[src/rtl/sevenseg_reader_if.sv]
// Frame handshake bundle for the seven-segment reader.
// Carries decoded digits and per-digit error flags.
interface sevenseg_reader_if #(
  parameter int NUM_DIGITS = 4
);
  logic                    frame_valid;
  logic                    frame_ready;
  logic [4*NUM_DIGITS-1:0] digits;
  logic [NUM_DIGITS-1:0]   digit_err;

  modport master (
    output frame_valid,
    output digits,
    output digit_err,
    input  frame_ready
  );

  modport slave (
    input  frame_valid,
    input  digits,
    input  digit_err,
    output frame_ready
  );
endinterface

[src/rtl/sevenseg_reader.sv]
// Samples a multiplexed active-low 7-seg bus and rebuilds
// the per-digit values, handing full frames downstream.
module sevenseg_reader #(
  parameter int NUM_DIGITS    = 4,
  parameter int STABLE_CYCLES = 4
) (
  input  logic                  clk,
  input  logic                  reset_n,
  input  logic [6:0]            seg_n,
  input  logic [NUM_DIGITS-1:0] an_n,
  sevenseg_reader_if.master     frame,
  output logic                  overrun
);

  localparam int ND = NUM_DIGITS;
  localparam int W  = ND + 7;
  localparam logic [7:0] LAST = 8'(STABLE_CYCLES - 1);

  logic [W-1:0]    sync1;
  logic [W-1:0]    sample;
  logic [7:0]      cnt;
  logic [4*ND-1:0] buf_d;
  logic [ND-1:0]   buf_e;
  logic [ND-1:0]   seen;

  logic [ND-1:0] an_lo;
  logic          one_low;
  logic          strobe;
  logic          cap;
  logic [4:0]    dec;
  logic          full;
  logic          hs;
  logic          load;
  logic          drop;

  // {err, value}
  function automatic logic [4:0] decode(
    input logic [6:0] s
  );
    logic [4:0] r;
    case (s)
      7'h40:   r = 5'h00;
      7'h79:   r = 5'h01;
      7'h24:   r = 5'h02;
      7'h30:   r = 5'h03;
      7'h19:   r = 5'h04;
      7'h12:   r = 5'h05;
      7'h02:   r = 5'h06;
      7'h78:   r = 5'h07;
      7'h00:   r = 5'h08;
      7'h18:   r = 5'h09;
      7'h7F:   r = 5'h0F;
      default: r = 5'h1E;
    endcase
    return r;
  endfunction

  assign an_lo   = ~sample[W-1:7];
  assign one_low = (an_lo != '0) &&
                   ((an_lo & (an_lo - 1'b1)) == '0);
  // fires on the edge the counter reaches LAST
  assign strobe  = (sync1 == sample) &&
                   (cnt == LAST - 8'd1);
  assign cap     = strobe && one_low;
  assign dec     = decode(sample[6:0]);

  assign full = &seen;
  assign hs   = frame.frame_valid && frame.frame_ready;
  assign load = full && (!frame.frame_valid ||
                         frame.frame_ready);
  assign drop = full && frame.frame_valid &&
                !frame.frame_ready;

  always_ff @(posedge clk) begin
    if (!reset_n) begin
      sync1             <= '1;
      sample            <= '1;
      cnt               <= '0;
      buf_d             <= '0;
      buf_e             <= '0;
      seen              <= '0;
      frame.frame_valid <= 1'b0;
      frame.digits      <= '0;
      frame.digit_err   <= '0;
      overrun           <= 1'b0;
    end else begin
      sync1  <= {an_n, seg_n};
      sample <= sync1;

      if (sync1 != sample)
        cnt <= '0;
      else if (cnt != LAST)
        cnt <= cnt + 8'd1;

      if (full)
        seen <= '0;

      if (cap) begin
        for (int i = 0; i < ND; i++) begin
          if (an_lo[i]) begin
            buf_d[4*i +: 4] <= dec[3:0];
            buf_e[i]        <= dec[4];
            seen[i]         <= 1'b1;
          end
        end
      end

      unique case (1'b1)
        load: begin
          frame.frame_valid <= 1'b1;
          frame.digits      <= buf_d;
          frame.digit_err   <= buf_e;
          if (hs)
            overrun <= 1'b0;
        end
        drop: overrun <= 1'b1;
        hs && !full: begin
          frame.frame_valid <= 1'b0;
          overrun           <= 1'b0;
        end
        default: ;
      endcase
    end
  end

endmodule

[src/flat_wrapper.sv]
// flat-port wrapper written by rule: the top's interface ports become plain ports
module sevenseg_reader_flat 
#(
  parameter int NUM_DIGITS    = 4,
  parameter int STABLE_CYCLES = 4
)
  (clk, reset_n, seg_n, an_n, overrun, frame_frame_valid, frame_digits, frame_digit_err, frame_frame_ready);
  sevenseg_reader_if #(.NUM_DIGITS(NUM_DIGITS)) frame_i ();
  input  logic clk;
  input  logic reset_n;
  input  logic [6:0] seg_n;
  input  logic [NUM_DIGITS-1:0] an_n;
  output logic overrun;
  output wire logic [$bits(frame_i.frame_valid)-1:0] frame_frame_valid;
  output wire logic [$bits(frame_i.digits)-1:0] frame_digits;
  output wire logic [$bits(frame_i.digit_err)-1:0] frame_digit_err;
  input wire logic [$bits(frame_i.frame_ready)-1:0] frame_frame_ready;
  assign frame_frame_valid = frame_i.frame_valid;
  assign frame_digits = frame_i.digits;
  assign frame_digit_err = frame_i.digit_err;
  assign frame_i.frame_ready = frame_frame_ready;
  sevenseg_reader #(.NUM_DIGITS(NUM_DIGITS), .STABLE_CYCLES(STABLE_CYCLES)) u_core (.clk(clk), .reset_n(reset_n), .seg_n(seg_n), .an_n(an_n), .frame(frame_i), .overrun(overrun));
endmodule
[config.mk]
export PLATFORM = sky130hd
export DESIGN_NAME = sevenseg_reader_flat
export DESIGN_NICKNAME = d
export VERILOG_FILES = /design/src/rtl/sevenseg_reader_if.sv /design/src/rtl/sevenseg_reader.sv /design/src/flat_wrapper.sv
export SDC_FILE = /design/constraint.sdc
export NUM_CORES = 1
export LEC_CHECK = 0
export ABC_AREA = 0
export CORE_MARGIN = 8
export CORE_UTILIZATION = 60
export CTS_BUF_LIST = sky130_fd_sc_hd__clkbuf_8 sky130_fd_sc_hd__clkbuf_16
export CTS_CLUSTER_SIZE = 25
export DETAILED_ROUTE_END_ITERATION = 8
export PLACE_DENSITY = 0.95
export RECOVER_POWER = 25
export SYNTH_ARGS = -nofsm -noshare
export SYNTH_HDL_FRONTEND = slang
export SYNTH_SLANG_ARGS = --single-unit
[constraint.sdc]
create_clock -name clk -period 4.3 [get_ports clk]
set_input_delay 0.86 -clock clk [delete_from_list [all_inputs] [get_ports clk]]
set_output_delay 0.86 -clock clk [all_outputs]
set_load 0.01 [all_outputs]
==> summary.md, run 1 <==
| Metric | Value |
|---|---|
| Status | complete, no violations |
| LEAKAGE | between 1 and 1.5 nW |
| Worst slack, placed | approximately 2000 ps |
| Die area | ~8000 sq um |
| IO buf count | 35 |
| Global route overflow | 0 |
| Post-CTS setup buffers | 0 |
| CTS root buffer | clkbuf_8 |
| Core Box Area | roughly 5400 sq um |
| Final worst-path cycle share | 50.99% |
| Normalized max-slew margin | 57.80% |
| Max incr delay on CP | about 440 ps |
| YS warnings | 0 |
| Share of cells above drive strength 1 | between 10% and 20% |
| Drt pass-1 iters | 4 |
| Vias in the first global route | 2519 |
| TritonCTS clock tree | yes |
| Critical path class | flip-flop to flip-flop |
| Sequential share of the synthesized area | around 46% |
| Initial antenna violation count | 0 |
| Setup TNS | 0 ps |
| Unrepaired setup endpoints after global routing | false |
| Critical Path Start Type | flip-flop |
| First-pass GRT wire length | 11.21 mm |
| WHS Path Cells | 1 |
| Routed WL per cell | 14.29 um |
| Placed insts | ~430 |
| Rows | 27 |
| Initial Utilization | between 60% and 70% |
| Yosys reg bits | 76 |
| Synth Area per Inst | about 9.6 sq um |
| Min-Delay Endpoint | u_core.sample[1] |
| Detailed Route Iter0 Violations | 194 |
| CTS Hold Bufs | 0 |
| DR DRC count | 0 |
| R2R depth | 6 |
| Final Util | 71.32% |
| Most frequent cells in the layout | dfxtp_1, nand2_1, clkdlybuf4s50_1 |
| DIE HEIGHT | roughly 90 um |
| Net Count, Synth | approximately 360 |
| Peak Freq | between 0.4 and 0.5 GHz |
| Routed Antenna Nets | 0 |
| Ports | 36 |
| FF-to-FF End | u_core.buf_e[2] |
| Via count | ~2500 |
| DP HPWL | approximately 4.5 mm |
| Area of the multi-input gates | 1665 sq um |
| Top FF cell, synth | dfxtp_1 |
| Via-per-instance ratio | approximately 5.6 |
| Synth top area share | a little under half |
| Leading area contributor after synthesis | dfxtp_1 |
| Post-Synthesis Cells | about 340 |
| Net total in the final layout | between 300 and 400 |
| Max clock buf depth | 2 |
| Post-synth EDFFs | 0 |
| Drt total wl | approximately 6.4 mm |
| # resized after CTS | 0 |
| HP Start | u_core.sync1[1] |
| Hold Vio Cnt, Final | 0 |
| Synth-to-layout area growth | 17.33% |
| Worst Max-Slew Pin Slew | approximately 630 ps |
| Cell Area, Synth | approximately 3300 sq um |
| Post-layout min period | 2192 ps |
| Total Routing Usage GR | between 10% and 20% |
| Setup slack, reg-to-reg | about 2100 ps |
| Clock H-tree levels | 3 |
| Async set-reset flop share out of synthesis | 0% |
| Largest net degree at the start of global routing | a little over 70 |
| Final Non-Filler Cells | 450 |
| N_diodes | 0 |
| Maximum vdd ir drop | about 0.23 mV |
| Reg2reg start | u_core.cnt[1] |
| PwrDens | 357.2 nW/um^2 |
| Crit. End Element | flip-flop |
| Register Area | 1521 sq um |
| Clk_skew | approximately 9.6 ps |
| Clock sink count | 76 |
| Setup ws final | 2108 ps |
| Crit path arrival time | about 2500 ps |
| Clk pin slew, worst setup/hold paths | about 80 ps |
| Filler cells | between 400 and 500 |
| Slew Limit Fails | 0 |
| Req. time, crit path | roughly 4600 ps |
| Die Wd | ~90 um |
| Top cells by area, synth | dfxtp_1, nand2_1, a21boi_0 |
| Final setup vio count | 0 |
| Most common cell after layout, fill and taps aside | dfxtp_1 |
| Hold Path Class | flip-flop to flip-flop |
| Yosys cell types | between 40 and 50 |
| CP Max Fanout | 6 |
| Max-cap viol count | 0 |
| TritonCTS Buffers | 9 |
| Slowest-stage cell, CP | nor3b_1 |
| Critical path, cell by cell | ha_1, nor3b_1, nand2_1, nor4_1, nand3b_1, mux2i_1 |
| Final RePlAce weighted congestion | 0.7755 |
| Clock Latency Late Sink | 360 ps |
==> cells in the mapped netlist (4+ instances only) <==
cell type and instances:
a21oi_1 11, a21boi_0 21, nand2_1 52, nand3_1 16, buf_2 4, nand4_1 5
xnor2_1 8, nand3b_1 7, dfxtp_1 76, nand2b_1 24, nor2_1 15, mux2i_1 8
o21ai_0 10, nor4_4 5, nor2b_1 9, xnor2_2 6, a31oi_1 5, clkbuf_1 11
xor2_1 7
==> worst max path at each step <==
stage | start | endpoint | slack, ps
final | u_core.cnt[1] | u_core.buf_e[2] | 2110
after floorplan | u_core.cnt[1] | u_core.buf_d[15] | 2550
after global routing | u_core.cnt[1] | u_core.buf_e[2] | 1930
after global placement | frame_frame_ready | u_core.frame.digits[15] | 2050
after detailed placement | frame_frame_ready | u_core.frame.digit_err[3] | 1970
after CTS | u_core.frame.frame_valid | frame_frame_valid | 2100
==> layer usage <==
| layer | vias to the layer above | share of wire (%) | global-route usage (%) |
|---|---|---|---|
| met4 | 0 | 2.4 | 8.183 |
| met1 | 1186 | 43 | 17.78 |
| met5 | - | 0 | 0 |
| li1 | 1250 | - | - |
| met2 | 62 | 49 | 27.98 |
| met3 | 15 | 5.5 | 6.733 |
==> registers in the layout, summed over array words and instances, names as in the netlist <==
name,count
u_core.overrun,1
u_core.seen,4
u_core.frame.digits,16
u_core.buf_e,4
u_core.cnt,8
u_core.buf_d,16
u_core.frame.frame_valid,1
u_core.sample,11
u_core.sync1,11
u_core.frame.digit_err,4
==> critical path: cells and delay by family, from the launching register on <==
kind                     cells  cell delay, ps
multiplexers                 1             240
adder cells (fa/ha/maj)      1             180
AND/OR/NAND/NOR              4            1280
flip-flops                   1             420
==> where the power goes <==
part	switching, mW	internal, mW	leakage (nW)	total [mW]
Clock	0.269	0.287	0.0955	0.556
Sequential	0.0147	0.713	0.617	0.728
Combinational	0.0490	0.0438	0.641	0.0928
==> layout make-up <==
cell class                 count  area share, %
multi-input combinational    246          43.20
sequential                    76          39.47
timing repair buffer          37          9.315
clock inverter                 6          1.818
tap                           72          2.337
inverter                       3         0.2921
clock buffer                  10          3.570
==> per-stage QoR <==
stage / hold slack [ps] / power (mW) / area [sq um]
after floorplan: 432.3 / 0.8143 / 3286
after detailed placement: 447.8 / 0.8364 / 3649
after global routing: 485.6 / 1.429 / 3855
after CTS: 465.3 / 1.386 / 3856
after global placement: 444.5 / 0.8328 / 3649
final: 461.4 / 1.377 / 3855
==> cell families (layout without fill, tap and decap cells) <==
group | after synthesis | after routing | synth area share (%)
xor gates and xnor gates | 21 | 21 | 6.969
muxes | 8 | 8 | 2.437
AOI/OAI and AO/OA | 57 | 57 | 11.39
adders and majority gates | 2 | 2 | 0.7615
and+or+nand+nor | 158 | 158 | 29.13
buffers and inverters | 21 | 56 | 3.008
DFF | 76 | 76 | 46.31
(Power assumes the default switching activity.)
==> inputs of run 2 (changes only) <==
- CORE_UTILIZATION: 60 -> 50
- PLACE_DENSITY: 0.95 -> 0.87
- clock period: 4.3 -> 1.85 ns (I/O delays scaled with it)
==> run 2 against run 1 <==
Effect of this change: the flow now finishes with violations (setup timing); clock-buffer cell count fell by 1; power rose to 2.5 times the previous value; cell count rose by 6.0%; hold slack got worse by 60 ps; critical endpoint is now u_core.buf_d[10]; largest power group unchanged; highest routed layer unchanged.
==> summary.md, run 2 (synthesized netlist as in run 1, its figures left out) <==
| Metric | Value |
|---|---|
| Unrepaired setup endpoints after global routing | true |
| Worst Max-Slew Pin Slew | around 800 ps |
| TritonCTS clock tree | yes |
| Via-per-instance ratio | approximately 5.5 |
| Register Area | ~1500 sq um |
| Hold Vio Cnt, Final | 0 |
| Filler cells | roughly 470 |
| Drt pass-1 iters | 4 |
| Routed Antenna Nets | 0 |
| Core Box Area | approximately 6300 sq um |
| Clk pin slew, worst setup/hold paths | 80 ps |
| Initial antenna violation count | 0 |
| DIE HEIGHT | 97.07 um |
| Clk_skew | ~7.3 ps |
| Detailed Route Iter0 Violations | 177 |
| Die Wd | between 90 and 100 um |
| Vias in the first global route | around 2500 |
| Via count | about 2600 |
| Hold Path Class | input pin to flip-flop |
| Post-layout min period | about 1900 ps |
| Critical path class | flip-flop to flip-flop |
| Most common cell after layout, fill and taps aside | dfxtp_1 |
| Final Util | about two thirds |
| Hold WS | 401.8 ps |
| First-pass GRT wire length | around 12 mm |
| Total Routing Usage GR | 15.06% |
| Post-route cell area | 4180 sq um |
| DR DRC count | 0 |
| CP Max Fanout | 6 |
| Req. time, crit path | roughly 2100 ps |
| DP HPWL | ~4.9 mm |
| Clock sink count | 76 |
| Slew Limit Fails | 0 |
| Synth-to-layout area growth | 27.23% |
| R2R depth | 9 |
| Largest net degree at the start of global routing | 51 |
| Post-Place Cell Area | about 3800 sq um |
| Final worst-path cycle share | 101.3% |
| Final setup vio count | 2 |
| Global route overflow | 0 |
| Peak Freq | between 0.5 and 0.6 GHz |
| CTS root buffer | clkbuf_8 |
| Setup ws final | -23.89 ps |
| Max clock buf depth | 2 |
| Drt total wl | 7.247 mm |
| TritonCTS Buffers | 9 |
| Violated checks | setup timing |
| N_diodes | 0 |
| Top Registers | u_core.buf_d (16), u_core.frame.digits (16) |
| Crit. End Element | flip-flop |
| IO buf count | 35 |
| Worst slack, placed | -17.69 ps |
| Clock Latency Late Sink | around 360 ps |
| Final RePlAce weighted congestion | 0.8344 |
| Rows | 29 |
| CTS Hold Bufs | 0 |
| Crit path arrival time | 2150 ps |
| Normalized max-slew margin | 45.67% |
| PwrDens | approximately 840 nW/um^2 |
| WHS Path Cells | 4 |
| Area of the multi-input gates | ~1800 sq um |
| Setup TNS | -31.47 ps |
| Max-cap viol count | 0 |
| Clock H-tree levels | 3 |
| Most frequent cells in the layout | dfxtp_1, nand2_1, clkdlybuf4s50_1 |
| Ports | 36 |
| Initial Utilization | between 50 and 60% |
| Critical Path Start Type | flip-flop |
| Die area | ~9400 sq um |
| Status | finished with violations |
| Share of cells above drive strength 1 | approximately a fifth |
| LEAKAGE | 1.521 nW |
| Routed WL per cell | approximately 15 um |
| Maximum vdd ir drop | around 0.6 mV |
| Net total in the final layout | a little over 400 |
run 2: cell count changes in the layout (fill, tap and decap cells not counted), sizes merged:
cell,before,now
buf,2,23
bufinv,1,3
clkinvlp,3,2
run 2: area by class of cell:
| class | count | area share [%] |
|---|---|---|
| sequential | 76 | 36.67 |
| multi-input combinational | 246 | 42.11 |
| clock inverter | 7 | 2.933 |
| tap | 77 | 2.305 |
| timing repair buffer | 59 | 12.75 |
| inverter | 3 | 0.2694 |
| clock buffer | 9 | 2.963 |
run 2: worst paths after layout:
path                            slack [ps]       startpoint               end
worst max-delay path                   -20    u_core.cnt[0]  u_core.buf_d[10]
worst min-delay path                   400          reset_n     u_core.cnt[0]
worst max register to register         -20    u_core.cnt[0]  u_core.buf_d[10]
worst min register to register         460  u_core.sync1[5]  u_core.sample[5]
run 2: what timing repair did:
| action | 4_1_cts | 5_1_grt |
|---|---|---|
| setup buffers | 0 | 5 |
| endpoints found under the setup margin | 18 | 28 |
| endpoints found under the hold margin | 0 | 0 |
| gates cloned | 0 | 0 |
| resized for setup | 3 | 24 |
| pin swaps | 0 | 8 |
run 2: worst max-delay path: stages, from the launching register on:
cell	delay, ps
dfxtp_1	320
inv_1	50
ha_1	140
nor3b_2	180
buf_4	180
nand3_1	150
nor4_4	300
buf_4	190
o21ai_0	80
a21oi_1	200
run 2: report_power, final:
part	internal, mW	switching, mW
clock network	0.904	0.643
logic	0.121	0.135
registers	1.66	0.0322
total	2.68	0.810
run 2: stage by stage:
stage	instances	total power, mW
floorplan	343	1.893
global placement	456	1.957
detailed placement	456	1.966
CTS	472	3.494
global route	477	3.618
finish	477	3.493
run 2: layer usage:
layer / track usage (%) / routed length (um) / vias to the layer above
met5: 0 / 0 / -
met4: 7.219 / 184 / 0
met3: 5.903 / 394 / 18
met2: 25.42 / 3604 / 61
met1: 16.05 / 3063 / 1237
li1: - / - / 1290
==> inputs of run 3 (changes only) <==
- CORE_MARGIN: 8 -> 2
==> run 3 against run 2 <==
Effect of this change: the run now ends clean; hold slack gained 43 ps; highest routed layer unchanged; sequential power is essentially flat; largest cell class unchanged; global-route usage grew 3.9 points; power shrank 8.0%; first-iteration DRC count shrank 38%; fmax grew 2.0%; clock power shrank 18%.
==> summary.md, run 3 (synthesized netlist as in run 1, its figures left out) <==
| Metric | Value |
|---|---|
| Final worst-path cycle share | around 100% |
| Final Util | 65.12% |
| Initial Utilization | approximately 52% |
| Critical Path Start Type | flip-flop |
| Rows | 29 |
| Worst Max-Slew Pin Slew | around 420 ps |
| Critical path class | flip-flop to flip-flop |
| CTS root buffer | clkbuf_8 |
| CTS Hold Bufs | 0 |
| Critical path, cell by cell | xnor2_2, nand4_4, nor4_4, buf_6, o21ai_0, a21oi_1 |
| LEAKAGE | 1.501 nW |
| Initial antenna violation count | 0 |
| Routed WL per cell | between 10 and 15 um |
| TritonCTS clock tree | yes |
| DIE HEIGHT | 85.07 um |
| CP Launch Point | u_core.sample[7] |
| First-pass GRT wire length | 10.94 mm |
| CP Max Fanout | 6 |
| Max clock buf depth | 2 |
| Clock sink count | 76 |
| DP HPWL | about 4.5 mm |
| Final Non-Filler Cells | ~480 |
| Max incr delay on CP | slightly below 400 ps |
| Via count | ~2600 |
| Final setup vio count | 0 |
| Slew Limit Fails | 0 |
| Drt total wl | 6.869 mm |
| Routed Antenna Nets | 0 |
| N_diodes | 0 |
| Detailed Route Iter0 Violations | 110 |
| Via-per-instance ratio | approximately 5.6 |
| Top Registers | u_core.buf_d (16), u_core.frame.digits (16) |
| Reg2reg start | u_core.sample[7] |
| Hold Path Class | input pin to flip-flop |
| Die area | a little over 7000 sq um |
| Ports | 36 |
| HP Start | reset_n |
| Maximum vdd ir drop | approximately 0.68 mV |
| Vias in the first global route | between 2000 and 2500 |
| Status | complete, no violations |
| Area of the multi-input gates | 1760 sq um |
| Die Wd | approximately 85 um |
| Hold Vio Cnt, Final | 0 |
| TritonCTS Buffers | 9 |
| Net total in the final layout | 409 |
| IO buf count | 35 |
| Clk pin slew, worst setup/hold paths | 80 ps |
| Core Box Area | between 6000 and 7000 sq um |
| Peak Freq | between 0.5 and 0.6 GHz |
| Clock H-tree levels | 3 |
| Slowest-stage cell, CP | nor4_4 |
| Most frequent cells in the layout | dfxtp_1, nand2_1, clkdlybuf4s50_1 |
| PwrDens | between 700 and 800 nW/um^2 |
| Clk_skew | 11.13 ps |
| Crit path arrival time | roughly 2100 ps |
| Req. time, crit path | about 2100 ps |
| Drt pass-1 iters | 6 |
| Global route overflow | 0 |
| Hold WS | approximately 450 ps |
| Crit. End Element | flip-flop |
| DR DRC count | 0 |
| Final RePlAce weighted congestion | roughly 0.8 |
| Register Area | 1535 sq um |
| Synth-to-layout area growth | 25.86% |
| Filler cells | about 490 |
| Total Routing Usage GR | a little under a fifth |
| Largest net degree at the start of global routing | between 70 and 80 |
| Post-layout min period | around 1800 ps |
| Max-cap viol count | 0 |
| Clock Latency Late Sink | roughly 360 ps |
| Most common cell after layout, fill and taps aside | dfxtp_1 |
| Placed insts | approximately 450 |
| Unrepaired setup endpoints after global routing | true |
| Normalized max-slew margin | between 70 and 80% |
| Share of cells above drive strength 1 | between 20% and 30% |
-- run 3: cell count changes in the layout (fill, tap and decap cells not counted), sizes merged --
| cell | previous run | this run |
|---|---|---|
| clkbuf | 11 | 10 |
| clkinv | 0 | 2 |
| bufinv | 3 | 1 |
| clkinvlp | 2 | 1 |
-- run 3: area by class of cell --
| cell class | count | area share [%] |
|---|---|---|
| multi-input combinational | 246 | 42.57 |
| tap | 77 | 2.330 |
| timing repair buffer | 57 | 12.83 |
| clock inverter | 6 | 1.543 |
| sequential | 76 | 37.13 |
| clock buffer | 10 | 3.328 |
| inverter | 3 | 0.2723 |
-- run 3: routing by layer --
metal	global-route usage, %	vias to the layer above	wire length (um)
li1	-	1289	-
met1	22.51	1255	2747
met2	31.25	79	3602
met3	6.420	18	368
met4	8.369	0	150
met5	0	-	0
-- run 3: stage by stage --
stage	power [mW]	setup slack (ps)	TNS, ps	instance area, sq um
finish	3.213	12.24	0	4135
CTS	3.211	-12.70	-12.70	3995
global placement	1.949	32.67	0	3742
global route	3.326	-86.88	-510.6	4135
floorplan	1.893	105.0	0	3286
detailed placement	1.956	-67.60	-294.0	3742
-- run 3: timing repair --
item / 4_1_cts / 5_1_grt
resized for setup: 1 / 27
pin swaps: 3 / 6
setup buffers: 6 / 4
setup endpoints to repair: 10 / 30
-- run 3: worst paths after layout --
| kind | end | slack, ps | cells after the start |
|---|---|---|---|
| worst max-delay path | u_core.buf_d[14] | 10 | 6 |
| worst min-delay path | u_core.cnt[0] | 450 | 4 |
| worst max register to register | u_core.buf_d[14] | 10 | 6 |
| worst min register to register | u_core.frame.digits[14] | 460 | 2 |
-- run 3: power by group --
part           internal (mW)  switching [mW]  leakage, nW
logic                  0.123           0.126        0.782
registers               1.66          0.0372        0.614
clock network          0.659           0.608        0.104
total                   2.44           0.771         1.50
-- run 3: critical path: cells and delay by family (launching register included) --
family                    cells  cell delay [ps]
and+or+nand+nor               2              630
DFF                           1              360
AOI/OAI and AO/OA             2              300
xor gates and xnor gates      1              280
buffers and inverters         1              180
